<file path="config.mk">
export PLATFORM = sky130hd
export DESIGN_NAME = wb_commit
export DESIGN_NICKNAME = d
export VERILOG_FILES = /design/src/rtl/wb_commit.sv
export SDC_FILE = /design/constraint.sdc
export NUM_CORES = 1
export LEC_CHECK = 0
export ABC_AREA = 1
export BUFFER_PORTS_ARGS = -buffer_cell sky130_fd_sc_hd__buf_2
export CORE_ASPECT_RATIO = 1.4
export CORE_MARGIN = 4
export CORE_UTILIZATION = 44
export DETAILED_ROUTE_END_ITERATION = 7
export SLEW_MARGIN = 20
export SYNTH_ARGS = -nofsm -noshare
export SYNTH_HDL_FRONTEND = slang
export SYNTH_SLANG_ARGS = --single-unit
export TNS_END_PERCENT = 50
</file>
<file path="constraint.sdc">
create_clock -name clk -period 9.5 [get_ports clk]
set_input_delay 1.9 -clock clk [delete_from_list [all_inputs] [get_ports clk]]
set_output_delay 1.9 -clock clk [all_outputs]
set_load 0.1 [all_outputs]
</file>
<file path="src/rtl/wb_commit.sv">
`default_nettype none
// ============================================================================
//  Module   : wb_commit
//  Purpose  : Writeback commit unit. Queues ALU and load results in order and
//             drives one register-file write per cycle plus a pending-write
//             mask for decode hazard checks.
//             Optional macro WB_LOAD_EXT_EN: extract/extend load data before
//             enqueue (LB/LH/LBU/LHU).
//  Revision : 1.0 - initial release
// ============================================================================
module wb_commit #(
  parameter int DEPTH = 4
) (
  input  logic        clk,
  input  logic        rst,
  input  logic        alu_valid,
  output logic        alu_ready,
  input  logic [4:0]  alu_rd,
  input  logic [31:0] alu_data,
  input  logic        ld_valid,
  output logic        ld_ready,
  input  logic [4:0]  ld_rd,
  input  logic [2:0]  ld_f3,
  input  logic [1:0]  ld_addr_lo,
  input  logic [31:0] ld_data,
  output logic        WrEn,
  output logic [4:0]  rd,
  output logic [31:0] DIn,
  output logic [31:0] pend_mask
);

  localparam int PW = $clog2(DEPTH);
  localparam int CW = PW + 1;

  logic [36:0]   r_mem [DEPTH];
  logic [PW-1:0] r_wptr;
  logic [PW-1:0] r_rptr;
  logic [CW-1:0] r_count;
  logic          r_wren;
  logic [4:0]    r_rd;
  logic [31:0]   r_din;

  logic [CW-1:0] w_free;
  logic [CW-1:0] w_npush;
  logic [PW-1:0] w_alu_wptr;
  logic          w_ld_push;
  logic          w_alu_push;
  logic          w_pop;
  logic [31:0]   w_ld_word;
  logic [31:0]   w_pend;

`ifdef WB_LOAD_EXT_EN
  logic [7:0]  w_byte;
  logic [15:0] w_half;

  assign w_byte = ld_data[{ld_addr_lo, 3'b000} +: 8];
  assign w_half = ld_data[{ld_addr_lo[1], 4'b0000} +: 16];

  always_comb begin
    case (ld_f3)
      3'b000:  w_ld_word = {{24{w_byte[7]}}, w_byte};
      3'b100:  w_ld_word = {24'd0, w_byte};
      3'b001:  w_ld_word = {{16{w_half[15]}}, w_half};
      3'b101:  w_ld_word = {16'd0, w_half};
      default: w_ld_word = ld_data;
    endcase
  end
`else
  logic w_unused_ld_sel;

  assign w_ld_word       = ld_data;
  assign w_unused_ld_sel = ^{ld_f3, ld_addr_lo};
`endif

  // Credit is based on the registered count only; a same-cycle pop does not free a slot.
  assign w_free    = CW'(DEPTH) - r_count;
  assign ld_ready  = !rst && (w_free >= CW'(1));
  assign alu_ready = !rst && ((w_free >= CW'(2)) || ((w_free >= CW'(1)) && !ld_valid));

  // x0 writes complete the handshake but never occupy a slot.
  assign w_ld_push  = ld_valid && ld_ready && (ld_rd != 5'd0);
  assign w_alu_push = alu_valid && alu_ready && (alu_rd != 5'd0);
  assign w_npush    = CW'(w_ld_push) + CW'(w_alu_push);
  assign w_alu_wptr = r_wptr + PW'(w_ld_push);
  assign w_pop      = (r_count != '0);

  always_ff @(posedge clk) begin
    if (w_ld_push) begin
      r_mem[r_wptr] <= {ld_rd, w_ld_word};
    end
    if (w_alu_push) begin
      r_mem[w_alu_wptr] <= {alu_rd, alu_data};
    end
  end

  always_ff @(posedge clk) begin
    if (rst) begin
      r_wptr  <= '0;
      r_rptr  <= '0;
      r_count <= '0;
      r_wren  <= 1'b0;
      r_rd    <= 5'd0;
      r_din   <= 32'd0;
    end else begin
      r_wptr  <= r_wptr + PW'(w_npush);
      r_rptr  <= r_rptr + PW'(w_pop);
      r_count <= r_count + w_npush - CW'(w_pop);
      if (w_pop) begin
        r_wren        <= 1'b1;
        {r_rd, r_din} <= r_mem[r_rptr];
      end else begin
        r_wren <= 1'b0;
      end
    end
  end

  // Slot i is live when its distance from the read pointer is below count.
  always_comb begin
    w_pend = 32'd0;
    for (int i = 0; i < DEPTH; i++) begin
      if ({1'b0, PW'(i) - r_rptr} < r_count) begin
        w_pend[r_mem[i][36:32]] = 1'b1;
      end
    end
    if (r_wren) begin
      w_pend[r_rd] = 1'b1;
    end
    w_pend[0] = 1'b0;
  end

  assign WrEn      = r_wren;
  assign rd        = r_rd;
  assign DIn       = r_din;
  assign pend_mask = w_pend;

endmodule
`default_nettype wire

</file>
==> impl_metrics.sql, run 1 <==
INSERT INTO impl_metrics (metric_group, metric, value, unit) VALUES
('sta', 'post-route-min-period', '5.79', 'ns'),
('critical_path', 'timing.rr.start', 'r_count[0]', ''),
('critical_path', 'crit_arrival', '3.89', 'ns'),
('grt', 'overall_fraction_of_global_route_tracks_in_use', '0.257', ''),
('critical_path', 'worst_setup_path_end_kind', 'output pin', ''),
('die', 'initial_core_util', '0.449', ''),
('finish', 'fin_nets', '1748', ''),
('die', 'dieArea', '28900', 'sq um'),
('grt', 'first_global_vias', '10200', ''),
('logic_synthesis', 'synthArstFlopShare', '0', ''),
('logic_synthesis', 'synth_edf_count', '148', ''),
('sta', 'setup_total_negative_slack', '0', 'ns'),
('grt', 'grt_max_degree', '77', ''),
('logic_synthesis', 'synth_area_per_cell', '7.44', 'sq um'),
('place', 'detailed_place_hpwl', '24.0', 'mm'),
('clocking', 'cts.sink_count', '193', ''),
('critical_path', 'worstRegToRegCells', '14', ''),
('critical_path', 'rrSetupSlack', '5.17', 'ns'),
('routing', 'detail_route.iter0.violations', '684', ''),
('critical_path', 'timing.rr.end', 'r_mem[0][0]', ''),
('routing', 'post-route-drc-count', '0', ''),
('critical_path', 'timing.setup.critical_path_class', 'register to output pin', ''),
('die', 'io_pins', '155', ''),
('logic_synthesis', 'yosysTopAreaCell', 'sky130_fd_sc_hd__edfxtp_1', ''),
('critical_path', 'cpLargestDelayFamily', 'simple AND/OR/NAND/NOR gates', ''),
('critical_path', 'required', '7.60', 'ns'),
('logic_synthesis', 'part_of_the_yosys_area_used_for_sequential_elements', '0.464', ''),
('critical_path', 'timing.critical_path.fanout_max', '37', ''),
('logic_synthesis', 'synth_warn', '0', ''),
('clocking', 'cts.path.max_buffers', '2', ''),
('sta', 'period_share', '0.609', ''),
('logic_synthesis', 'postSynthRegisterBits', '193', ''),
('routing', 'avgViaCountPerCell', '5.39', ''),
('clocking', 'htree_num_levels', '4', ''),
('logic_synthesis', 'yosys.cell_count.top_type', 'sky130_fd_sc_hd__nand2_1', ''),
('routing', 'routedWlPerCell', '18.7', 'um'),
('die', 'core_area', '25600', 'sq um'),
('logic_synthesis', 'synth-main-ff-cell', 'sky130_fd_sc_hd__edfxtp_1', ''),
('status', 'run_status', 'completed', ''),
('clocking', 'ctsRootBufferMaster', 'sky130_fd_sc_hd__clkbuf_16', ''),
('finish', 'finalCoreUtilization', '0.499', ''),
('clocking', 'post_cts_hold_buffer_count', '0', ''),
('sta', 'timing.final.setup_violations', '0', ''),
('clocking', 'cts_tree', 'done', ''),
('die', 'die-height', '199', 'um'),
('critical_path', 'crit_top_cell', 'sky130_fd_sc_hd__nand2_1', ''),
('critical_path', 'critPathLaunchType', 'register', ''),
('routing', 'drt.antenna.violating_nets', '0', ''),
('clocking', 'clkSlewWorstSetupHoldPaths', '0.07', 'ns'),
('routing', 'wirelength', '37.0', 'mm'),
('place', 'gp_routability_congestion', '0.954', ''),
('logic_synthesis', 'postSynthCellCount', '1548', ''),
('flow_run', 'max_cap_viol_count', '0', ''),
('place', 'port_buffers', '148', ''),
('min_path', 'hold-path-cell-count', '2', ''),
('critical_path', 'cp_slowest_stage_delay', '0.89', 'ns'),
('clocking', 'numCtsBuffers', '17', ''),
('clocking', 'post_cts.repair.setup_buffers', '0', ''),
('critical_path', 'cp.buffers_inverters', '5', ''),
('min_path', 'min_to', 'DIn[19]', ''),
('clocking', 'number_of_gates_resized_after_cts', '0', ''),
('sta', 'holdWs', '0.508', 'ns'),
('die', 'fp-row-count', '69', ''),
('die', 'horiz_die_dim', '145', 'um'),
('place', 'dpl.cell_count', '1948', ''),
('sta', 'slew_violations', '0', ''),
('pwr', 'power.ir.vdd_worst', '195', 'uV'),
('grt', 'wire_length_of_the_first_global_routing_pass', '56.0', 'mm'),
('grt', 'grt_overflow_total', '0', ''),
('finish', 'layout-area-overhead-vs-synth', '11.2', '%'),
('finish', 'drive_above_1_share', '0.140', '');
-- placed cells by master, fill, tap and decap left out, types with 4 or more instances in the layout --
| cell type | Yosys | final |
|---|---|---|
| sky130_fd_sc_hd__buf_4 | 18 | 15 |
| sky130_fd_sc_hd__nand4_1 | 37 | 37 |
| sky130_fd_sc_hd__nand3_1 | 217 | 217 |
| sky130_fd_sc_hd__clkinv_4 | 0 | 4 |
| sky130_fd_sc_hd__a21oi_1 | 4 | 4 |
| sky130_fd_sc_hd__inv_1 | 55 | 55 |
| sky130_fd_sc_hd__nor2_1 | 258 | 258 |
| sky130_fd_sc_hd__ha_1 | 15 | 15 |
| sky130_fd_sc_hd__and2_0 | 4 | 4 |
| sky130_fd_sc_hd__nand3_2 | 6 | 6 |
| sky130_fd_sc_hd__o21ai_1 | 12 | 10 |
| sky130_fd_sc_hd__nor3_1 | 20 | 20 |
| sky130_fd_sc_hd__inv_2 | 12 | 12 |
| sky130_fd_sc_hd__nor2_4 | 2 | 6 |
| sky130_fd_sc_hd__nand2_1 | 559 | 557 |
| sky130_fd_sc_hd__o21ai_0 | 43 | 43 |
| sky130_fd_sc_hd__buf_2 | 21 | 148 |
| sky130_fd_sc_hd__diode_2 | 0 | 4 |
| sky130_fd_sc_hd__edfxtp_1 | 148 | 148 |
| sky130_fd_sc_hd__and2_1 | 5 | 5 |
| sky130_fd_sc_hd__nand2_2 | 2 | 4 |
| sky130_fd_sc_hd__dfxtp_1 | 45 | 45 |
| sky130_fd_sc_hd__clkbuf_16 | 0 | 18 |
-- sequential cells by signal (all words and copies together) (netlist names) --
| name | cells |
|---|---|
| DIn | 32 |
| WrEn | 1 |
| r_count | 3 |
| r_mem | 148 |
| r_rptr | 2 |
| r_wptr | 2 |
| rd | 5 |
-- worst register-to-register path, delay by kind of cell (launching register included) --
| kind | cells | cell delay [ns] |
|---|---|---|
| xor gates and xnor gates | 1 | 0.40 |
| adders and majority gates | 3 | 0.80 |
| buffers and inverters | 4 | 1.29 |
| DFF | 1 | 0.47 |
| and+or+nand+nor | 6 | 1.10 |
-- routing by layer --
| layer | track usage | routed length, um | vias to the layer above | part of all wire |
|---|---|---|---|---|
| li1 | - | - | 5288 | - |
| met1 | 0.283 | 13600 | 4895 | 0.37 |
| met2 | 0.468 | 19500 | 420 | 0.53 |
| met3 | 0.0340 | 2100 | 96 | 0.057 |
| met4 | 0.146 | 1830 | 2 | 0.049 |
| met5 | 0 | 7 | - | 0.00019 |
-- cell families (layout without fill, tap and decap cells) --
kind of cell	after synthesis	after routing	share of synthesized area
simple gates	1122	1122	0.411
flops	193	193	0.464
buf+inv	149	263	0.0746
compound gates	62	62	0.0275
fa+ha+maj	16	16	0.0180
xor+xnor	5	5	0.00445
other cells	1	5	0.000325
-- where the power goes --
| group | internal, mW | total (mW) | switching, mW |
|---|---|---|---|
| registers | 1.16 | 1.28 | 0.115 |
| clock network | 0.355 | 0.673 | 0.318 |
| logic | 0.469 | 2.41 | 1.94 |
| total | 1.99 | 4.36 | 2.37 |
-- stage by stage --
stage | worst slack, ns | total power, mW | instance area [sq um]
floorplan | 4.32 | 3.15 | 11500
global placement | 3.27 | 3.67 | 12200
detailed placement | 3.25 | 3.69 | 12200
CTS | 3.68 | 4.36 | 12800
global route | 3.45 | 4.62 | 12800
finish | 3.71 | 4.36 | 12800
-- worst max-delay path by stage --
stage	startpoint	to	cells after the start	slack, ns
after detailed placement	rst	r_mem[1][11]	11	3.25
after CTS	r_rptr[1]	pend_mask[13]	14	3.68
final	r_rptr[1]	pend_mask[14]	15	3.71
after global placement	rst	r_mem[1][11]	11	3.27
after global routing	r_rptr[1]	pend_mask[5]	10	3.45
after floorplan	rst	r_mem[3][0]	6	4.32
-- final cells by class --
cell class              instances  area, sq um
diodes                          4         10.0
clock inverters                13          101
well taps                     319          399
repair buffers                164          881
inverters                      67          251
clock buffers                  19          454
multi-input cells            1206         5370
fillers                      2571        12800
flip-flops and latches        193         5350
No activity file was read; power rests on OpenSTA's default activity.
==> run 2, diff against run 1 <==
==> constraint.sdc (replaced) <==
create_clock -name clk -period 6.1 [get_ports clk]
set_input_delay 1.22 -clock clk [delete_from_list [all_inputs] [get_ports clk]]
set_output_delay 1.22 -clock clk [all_outputs]
set_load 0.1 [all_outputs]
==> run 2 against run 1 <==
  * Routed wire length up 1.9%
  * First-iteration DRC count up 18%
  * Clock power up 78%
  * Sequential share of layout area down 0.26 points
  * Clock skew up 0.00078 ns
  * Hold slack about the same
  * Final area up 0.63%
  * Worst setup slack worse by 2.3 ns
==> impl_metrics.sql, run 2 (synthesis gave the netlist of run 1 again) <==
INSERT INTO impl_metrics (metric_group, metric, value, unit) VALUES
('die', 'dieArea', '28900', 'sq um'),
('finish', 'layout-area-overhead-vs-synth', '11.8', '%'),
('sta', 'max-slew-margin-rel', '0.383', ''),
('clocking', 'number_of_gates_resized_after_cts', '0', ''),
('critical_path', 'path_cells', 'nor2_4 > buf_4 > inv_1 > nand2_1 > inv_1 > ha_1 > inv_1 > nor2_1 > nand2_1 > nand2_2 > inv_2 > nand2_1 > nand2_1 > nor2_1 > nand2_1 > buf_2', ''),
('routing', 'detail_route.iter0.violations', '807', ''),
('die', 'io_pins', '155', ''),
('grt', 'first_global_vias', '10500', ''),
('pwr', 'power.static_leakage', '5.74', 'nW'),
('routing', 'detailedRoute.firstPassIterationCount', '6', ''),
('die', 'die-height', '199', 'um'),
('critical_path', 'worst_setup_path_end_kind', 'output pin', ''),
('pwr', 'power.ir.vdd_worst', '322', 'uV'),
('critical_path', 'cpLargestDelayFamily', 'buffers and inverters', ''),
('critical_path', 'cp_slowest_stage_delay', '0.46', 'ns'),
('critical_path', 'crit_arrival', '3.48', 'ns'),
('sta', 'period_share', '0.771', ''),
('die', 'initial_core_util', '0.449', ''),
('finish', 'mostFrequentLayoutCell', 'sky130_fd_sc_hd__nand2_1', ''),
('sta', 'slew_violations', '0', ''),
('place', 'detailed_place.area', '12200', 'sq um'),
('clocking', 'cts_tree', 'done', ''),
('place', 'port_buffers', '148', ''),
('finish', 'layout.filler_cells', '2565', ''),
('routing', 'drt.antenna.violating_nets', '0', ''),
('sta', 'max_slew.worst_pin.slew', '0.919', 'ns'),
('finish', 'final_cell_mix', 'sky130_fd_sc_hd__nand2_1 (557), sky130_fd_sc_hd__nor2_1 (258), sky130_fd_sc_hd__nand3_1 (217)', ''),
('die', 'fp-row-count', '69', ''),
('sta', 'final_critical_path_setup_slack', '1.40', 'ns'),
('clocking', 'clkSlewWorstSetupHoldPaths', '0.07', 'ns'),
('sta', 'finClkSkew', '0.0128', 'ns'),
('sta', 'holdWs', '0.508', 'ns'),
('status', 'run_status', 'completed', ''),
('critical_path', 'crit_top_cell', 'sky130_fd_sc_hd__nand2_1', ''),
('die', 'horiz_die_dim', '145', 'um'),
('pwr', 'report.power.total', '6.94', 'mW'),
('die', 'core_area', '25600', 'sq um'),
('critical_path', 'timing.critical_path.fanout_max', '37', ''),
('min_path', 'hold-path-cell-count', '2', ''),
('clocking', 'post_cts_hold_buffer_count', '0', ''),
('clocking', 'htree_num_levels', '4', ''),
('sta', 'timing.final.setup_violations', '0', ''),
('sta', 'rsz0062_at_grt', 'false', ''),
('routing', 'wirelength', '37.7', 'mm'),
('sta', 'setup_total_negative_slack', '0', 'ns'),
('finish', 'drive_above_1_share', '0.140', ''),
('routing', 'routedWlPerCell', '19.0', 'um'),
('critical_path', 'worst_path_depth', '16', ''),
('place', 'preCtsSetupSlack', '1.70', 'ns'),
('grt', 'grt_overflow_total', '0', ''),
('clocking', 'post_cts.repair.setup_buffers', '0', ''),
('place', 'detailed_place_hpwl', '24.2', 'mm'),
('grt', 'grt_antenna_before_repair', '1', ''),
('clocking', 'cts.path.max_buffers', '2', ''),
('finish', 'max_reg_flops', '148', ''),
('sta', 'finalHoldViolations', '0', ''),
('min_path', 'holdCritPathClass', 'register to register', ''),
('critical_path', 'critPathLaunchType', 'register', ''),
('finish', 'fin_area', '12900', 'sq um'),
('clocking', 'cts.sink_count', '193', ''),
('grt', 'overall_fraction_of_global_route_tracks_in_use', '0.266', ''),
('place', 'gp_routability_congestion', '0.949', ''),
('clocking', 'worst_skew_pair.late_latency', '0.45', 'ns'),
('critical_path', 'timing.setup.critical_path_class', 'register to output pin', ''),
('grt', 'wire_length_of_the_first_global_routing_pass', '58.0', 'mm'),
('flow_run', 'max_cap_viol_count', '0', ''),
('grt', 'grt_max_degree', '77', ''),
('finish', 'largest-register', 'r_mem', ''),
('sta', 'max_freq', '213', 'MHz'),
('finish', 'fin_nets', '1749', ''),
('routing', 'avgViaCountPerCell', '5.45', ''),
('critical_path', 'cp.buffers_inverters', '6', ''),
('routing', 'post-route-drc-count', '0', ''),
('critical_path', 'crit_slowest_cell', 'sky130_fd_sc_hd__buf_4', ''),
('pwr', 'p_per_area', '539', 'nW/um^2'),
('critical_path', 'required', '4.88', 'ns'),
('clocking', 'numCtsBuffers', '17', ''),
('routing', 'vias', '10800', ''),
('sta', 'post-route-min-period', '4.70', 'ns'),
('clocking', 'ctsRootBufferMaster', 'sky130_fd_sc_hd__clkbuf_16', ''),
('critical_path', 'worstRegToRegCells', '13', '');
[run 2: changes by cell type in the layout (fill, tap and decap cells not counted), sizes merged]
| cell | change |
|---|---|
| clkbuf | +6 |
| clkinv | -6 |
| diode | -2 |
| buf | +1 |
| bufinv | +1 |
| inv | -1 |
[run 2: worst register-to-register path: stages (launching register included)]
cell and delay [ns]:
sky130_fd_sc_hd__dfxtp_1 0.48, sky130_fd_sc_hd__inv_1 0.11, sky130_fd_sc_hd__ha_1 0.21, sky130_fd_sc_hd__ha_1 0.31, sky130_fd_sc_hd__nand3_1 0.09, sky130_fd_sc_hd__nand2_1 0.06
sky130_fd_sc_hd__nor2_1 0.29, sky130_fd_sc_hd__ha_1 0.31, sky130_fd_sc_hd__xor2_1 0.17, sky130_fd_sc_hd__nor2_4 0.11, sky130_fd_sc_hd__buf_4 0.48, sky130_fd_sc_hd__nand3_2 0.16
sky130_fd_sc_hd__nand2_2 0.62, sky130_fd_sc_hd__buf_4 0.37
[run 2: final cells by class]
class | instances | area, sq um | area share
multi-input combinational | 1206 | 5370 | 0.417
sequential | 193 | 5350 | 0.415
inverter | 67 | 251 | 0.0195
antenna | 2 | 5.00 | 0.000388
tap | 319 | 399 | 0.0310
clock inverter | 7 | 76.3 | 0.00592
clock buffer | 25 | 572 | 0.0444
timing repair buffer | 165 | 868 | 0.0674
[run 2: worst paths after layout]
path         startpoint            end  slack [ns]
max reg2reg  r_count[0]   r_mem[1][34]        2.03
min reg2reg     DIn[14]        DIn[14]        0.51
max           r_rptr[1]  pend_mask[15]        1.40
min             DIn[14]        DIn[14]        0.51
[run 2: per-layer routing]
metal	global-route usage	up-vias	wire length [um]	part of all wire
met3	0.0354	111	2410	0.064
li1	-	5277	-	-
met2	0.479	466	19700	0.52
met4	0.156	0	2140	0.057
met1	0.295	4962	13500	0.36
met5	0	-	0	0
[run 2: through the flow]
stage          std cells  utilization
3_3_place_gp        1950        0.477
6_report            1984        0.503
4_1_cts             1982        0.502
3_5_place_dp        1950        0.477
5_1_grt             1983        0.503
2_1_floorplan       1548            -
[run 2: where the power goes]
group          internal (mW)  switching, mW  leakage, nW  total [mW]
combinational          0.708           3.04         3.69        3.75
sequential              1.81          0.182         1.73        1.99
clock                  0.701          0.499        0.317        1.20
total                   3.22           3.72         5.74        6.94
==> run 3, diff against run 2 <==
--- a/config.mk
+++ b/config.mk
@@ -11,6 +11,7 @@
 export CORE_MARGIN = 4
 export CORE_UTILIZATION = 44
 export DETAILED_ROUTE_END_ITERATION = 7
+export PLACE_DENSITY = 0.66
 export SLEW_MARGIN = 20
 export SYNTH_ARGS = -nofsm -noshare
 export SYNTH_HDL_FRONTEND = slang
==> constraint.sdc (replaced) <==
create_clock -name clk -period 4.15 [get_ports clk]
set_input_delay 0.83 -clock clk [delete_from_list [all_inputs] [get_ports clk]]
set_output_delay 0.83 -clock clk [all_outputs]
set_load 0.1 [all_outputs]
==> run 3 against run 2 <==
  * Final area fell by 0.15%
  * Worst setup slack lost 1.1 ns
  * Routed wire length fell by 4.1%
  * Clock power up 32%
  * Hold slack worse by 0.0025 ns
  * Clock skew is essentially flat
  * Combinational power is 46% higher
  * Register-to-register slack lost 1.3 ns
==> impl_metrics.sql, run 3 (synthesis gave the netlist of run 1 again) <==
INSERT INTO impl_metrics (metric_group, metric, value, unit) VALUES
('status', 'run_status', 'completed', ''),
('die', 'initial_core_util', '0.449', ''),
('pwr', 'power.static_leakage', '5.73', 'nW'),
('sta', 'rsz0062_at_grt', 'false', ''),
('clocking', 'cts.path.max_buffers', '2', ''),
('finish', 'drive_above_1_share', '0.143', ''),
('routing', 'drt.antenna.violating_nets', '0', ''),
('finish', 'fin_area', '12900', 'sq um'),
('critical_path', 'cpLargestDelayFamily', 'simple AND/OR/NAND/NOR gates', ''),
('routing', 'routedWlPerCell', '18.2', 'um'),
('grt', 'grt_max_degree', '89', ''),
('sta', 'slew_violations', '0', ''),
('sta', 'setup_total_negative_slack', '0', 'ns'),
('routing', 'detailedRoute.firstPassIterationCount', '6', ''),
('sta', 'finClkSkew', '0.0125', 'ns'),
('finish', 'final_cell_mix', 'sky130_fd_sc_hd__nand2_1 (557), sky130_fd_sc_hd__nor2_1 (258), sky130_fd_sc_hd__nand3_1 (217)', ''),
('critical_path', 'crit_arrival', '2.98', 'ns'),
('critical_path', 'crit_top_cell', 'sky130_fd_sc_hd__nand2_1', ''),
('critical_path', 'critPathLaunchType', 'register', ''),
('place', 'detailed_place_hpwl', '23.1', 'mm'),
('clocking', 'htree_num_levels', '4', ''),
('critical_path', 'worstRegToRegCells', '12', ''),
('clocking', 'worst_skew_pair.late_latency', '0.43', 'ns'),
('clocking', 'clkSlewWorstSetupHoldPaths', '0.07', 'ns'),
('die', 'dieArea', '28900', 'sq um'),
('pwr', 'p_per_area', '777', 'nW/um^2'),
('place', 'detailed_place.area', '12300', 'sq um'),
('clocking', 'number_of_gates_resized_after_cts', '0', ''),
('finish', 'max_reg_flops', '148', ''),
('finish', 'largest-register', 'r_mem', ''),
('critical_path', 'crit_slowest_cell', 'sky130_fd_sc_hd__dfxtp_1', ''),
('die', 'horiz_die_dim', '145', 'um'),
('clocking', 'ctsRootBufferMaster', 'sky130_fd_sc_hd__clkbuf_16', ''),
('min_path', 'holdCritPathClass', 'register to register', ''),
('routing', 'vias', '10800', ''),
('die', 'core_area', '25600', 'sq um'),
('die', 'fp-row-count', '69', ''),
('min_path', 'hold-path-cell-count', '2', ''),
('clocking', 'numCtsBuffers', '17', ''),
('place', 'gp_routability_congestion', '0.948', ''),
('finish', 'mostFrequentLayoutCell', 'sky130_fd_sc_hd__nand2_1', ''),
('clocking', 'cts_tree', 'done', ''),
('critical_path', 'worst_setup_path_end_kind', 'output pin', ''),
('critical_path', 'timing.critical_path.fanout_max', '18', ''),
('grt', 'grt_antenna_before_repair', '8', ''),
('grt', 'overall_fraction_of_global_route_tracks_in_use', '0.250', ''),
('min_path', 'hold_start', 'DIn[18]', ''),
('die', 'die-height', '199', 'um'),
('flow_run', 'max_cap_viol_count', '0', ''),
('routing', 'avgViaCountPerCell', '5.44', ''),
('clocking', 'post_cts_hold_buffer_count', '0', ''),
('grt', 'wire_length_of_the_first_global_routing_pass', '55.3', 'mm'),
('grt', 'first_global_vias', '10500', ''),
('grt', 'grt_overflow_total', '0', ''),
('critical_path', 'path_cells', 'nand2_1 > nand2_1 > inv_1 > ha_1 > inv_1 > nor2_1 > nand2_1 > nand2_2 > inv_2 > nand2_1 > and2_0 > nand3_1 > buf_2', ''),
('critical_path', 'required', '3.32', 'ns'),
('sta', 'max_freq', '262', 'MHz'),
('sta', 'period_share', '0.919', ''),
('routing', 'post-route-drc-count', '0', ''),
('finish', 'layout-area-overhead-vs-synth', '11.7', '%'),
('place', 'port_buffers', '148', ''),
('critical_path', 'setup.worst_path.start', 'r_rptr[1]', ''),
('pwr', 'power.ir.vdd_worst', '410', 'uV'),
('routing', 'wirelength', '36.2', 'mm'),
('sta', 'finalHoldViolations', '0', ''),
('sta', 'post-route-min-period', '3.81', 'ns'),
('critical_path', 'worst_path_depth', '13', ''),
('sta', 'max-slew-margin-rel', '0.408', ''),
('die', 'io_pins', '155', ''),
('critical_path', 'cp.buffers_inverters', '4', ''),
('sta', 'max_slew.worst_pin.slew', '0.886', 'ns'),
('sta', 'timing.final.setup_violations', '0', ''),
('sta', 'final_critical_path_setup_slack', '0.337', 'ns'),
('place', 'preCtsSetupSlack', '0.694', 'ns'),
('critical_path', 'rrSetupSlack', '0.77', 'ns'),
('finish', 'fin_nets', '1752', ''),
('critical_path', 'timing.setup.critical_path_class', 'register to output pin', ''),
('sta', 'holdWs', '0.506', 'ns'),
('critical_path', 'cp_slowest_stage_delay', '0.50', 'ns'),
('clocking', 'cts.sink_count', '193', ''),
('clocking', 'post_cts.repair.setup_buffers', '0', ''),
('routing', 'detail_route.iter0.violations', '758', ''),
('critical_path', 'timing.rr.start', 'r_count[0]', '');
## run 3: path summary, 6_finish.rpt
| check | end |
|---|---|
| max | pend_mask[13] |
| min | DIn[18] |
| max reg2reg | r_mem[1][15] |
| min reg2reg | DIn[18] |
## run 3: where the power goes
group	internal (mW)	total (mW)	switching (mW)
Sequential	2.66	2.93	0.268
Combinational	1.05	5.48	4.43
Clock	0.846	1.58	0.739
Total	4.56	9.99	5.43
## run 3: layout make-up
| class | instances | area (sq um) |
|---|---|---|
| Fill cell | 2491 | 12800 |
| Tap cell | 319 | 399 |
| Antenna cell | 5 | 12.5 |
| Timing Repair Buffer | 168 | 923 |
| Inverter | 67 | 251 |
| Clock buffer | 20 | 478 |
| Clock inverter | 12 | 93.8 |
| Sequential cell | 193 | 5350 |
| Multi-Input combinational cell | 1206 | 5370 |
## run 3: routing by layer
metal	track usage	up-vias	wire length (um)
met5	0	-	55
met4	0.127	10	1570
met3	0.0390	99	2450
met2	0.452	427	18900
met1	0.281	5011	13200
li1	-	5287	-
## run 3: through the flow
| step | total power, mW | utilization | std cells |
|---|---|---|---|
| after floorplan | 7.22 | - | 1548 |
| after global placement | 8.36 | 0.478 | 1952 |
| after detailed placement | 8.43 | 0.478 | 1952 |
| after CTS | 10.0 | 0.500 | 1984 |
| after global routing | 10.6 | 0.502 | 1987 |
| final | 9.99 | 0.502 | 1990 |
## run 3: worst register-to-register path, cell delays in order, from the launching register on
cell and delay [ns]:
sky130_fd_sc_hd__dfxtp_1 0.49, sky130_fd_sc_hd__inv_1 0.11, sky130_fd_sc_hd__ha_1 0.21, sky130_fd_sc_hd__ha_1 0.30, sky130_fd_sc_hd__nand3_1 0.09, sky130_fd_sc_hd__nand2_1 0.08
sky130_fd_sc_hd__nor2_1 0.28, sky130_fd_sc_hd__ha_1 0.29, sky130_fd_sc_hd__xor2_1 0.17, sky130_fd_sc_hd__nor2_4 0.15, sky130_fd_sc_hd__nand3_2 0.10, sky130_fd_sc_hd__nand2_2 0.25
sky130_fd_sc_hd__buf_4 0.47
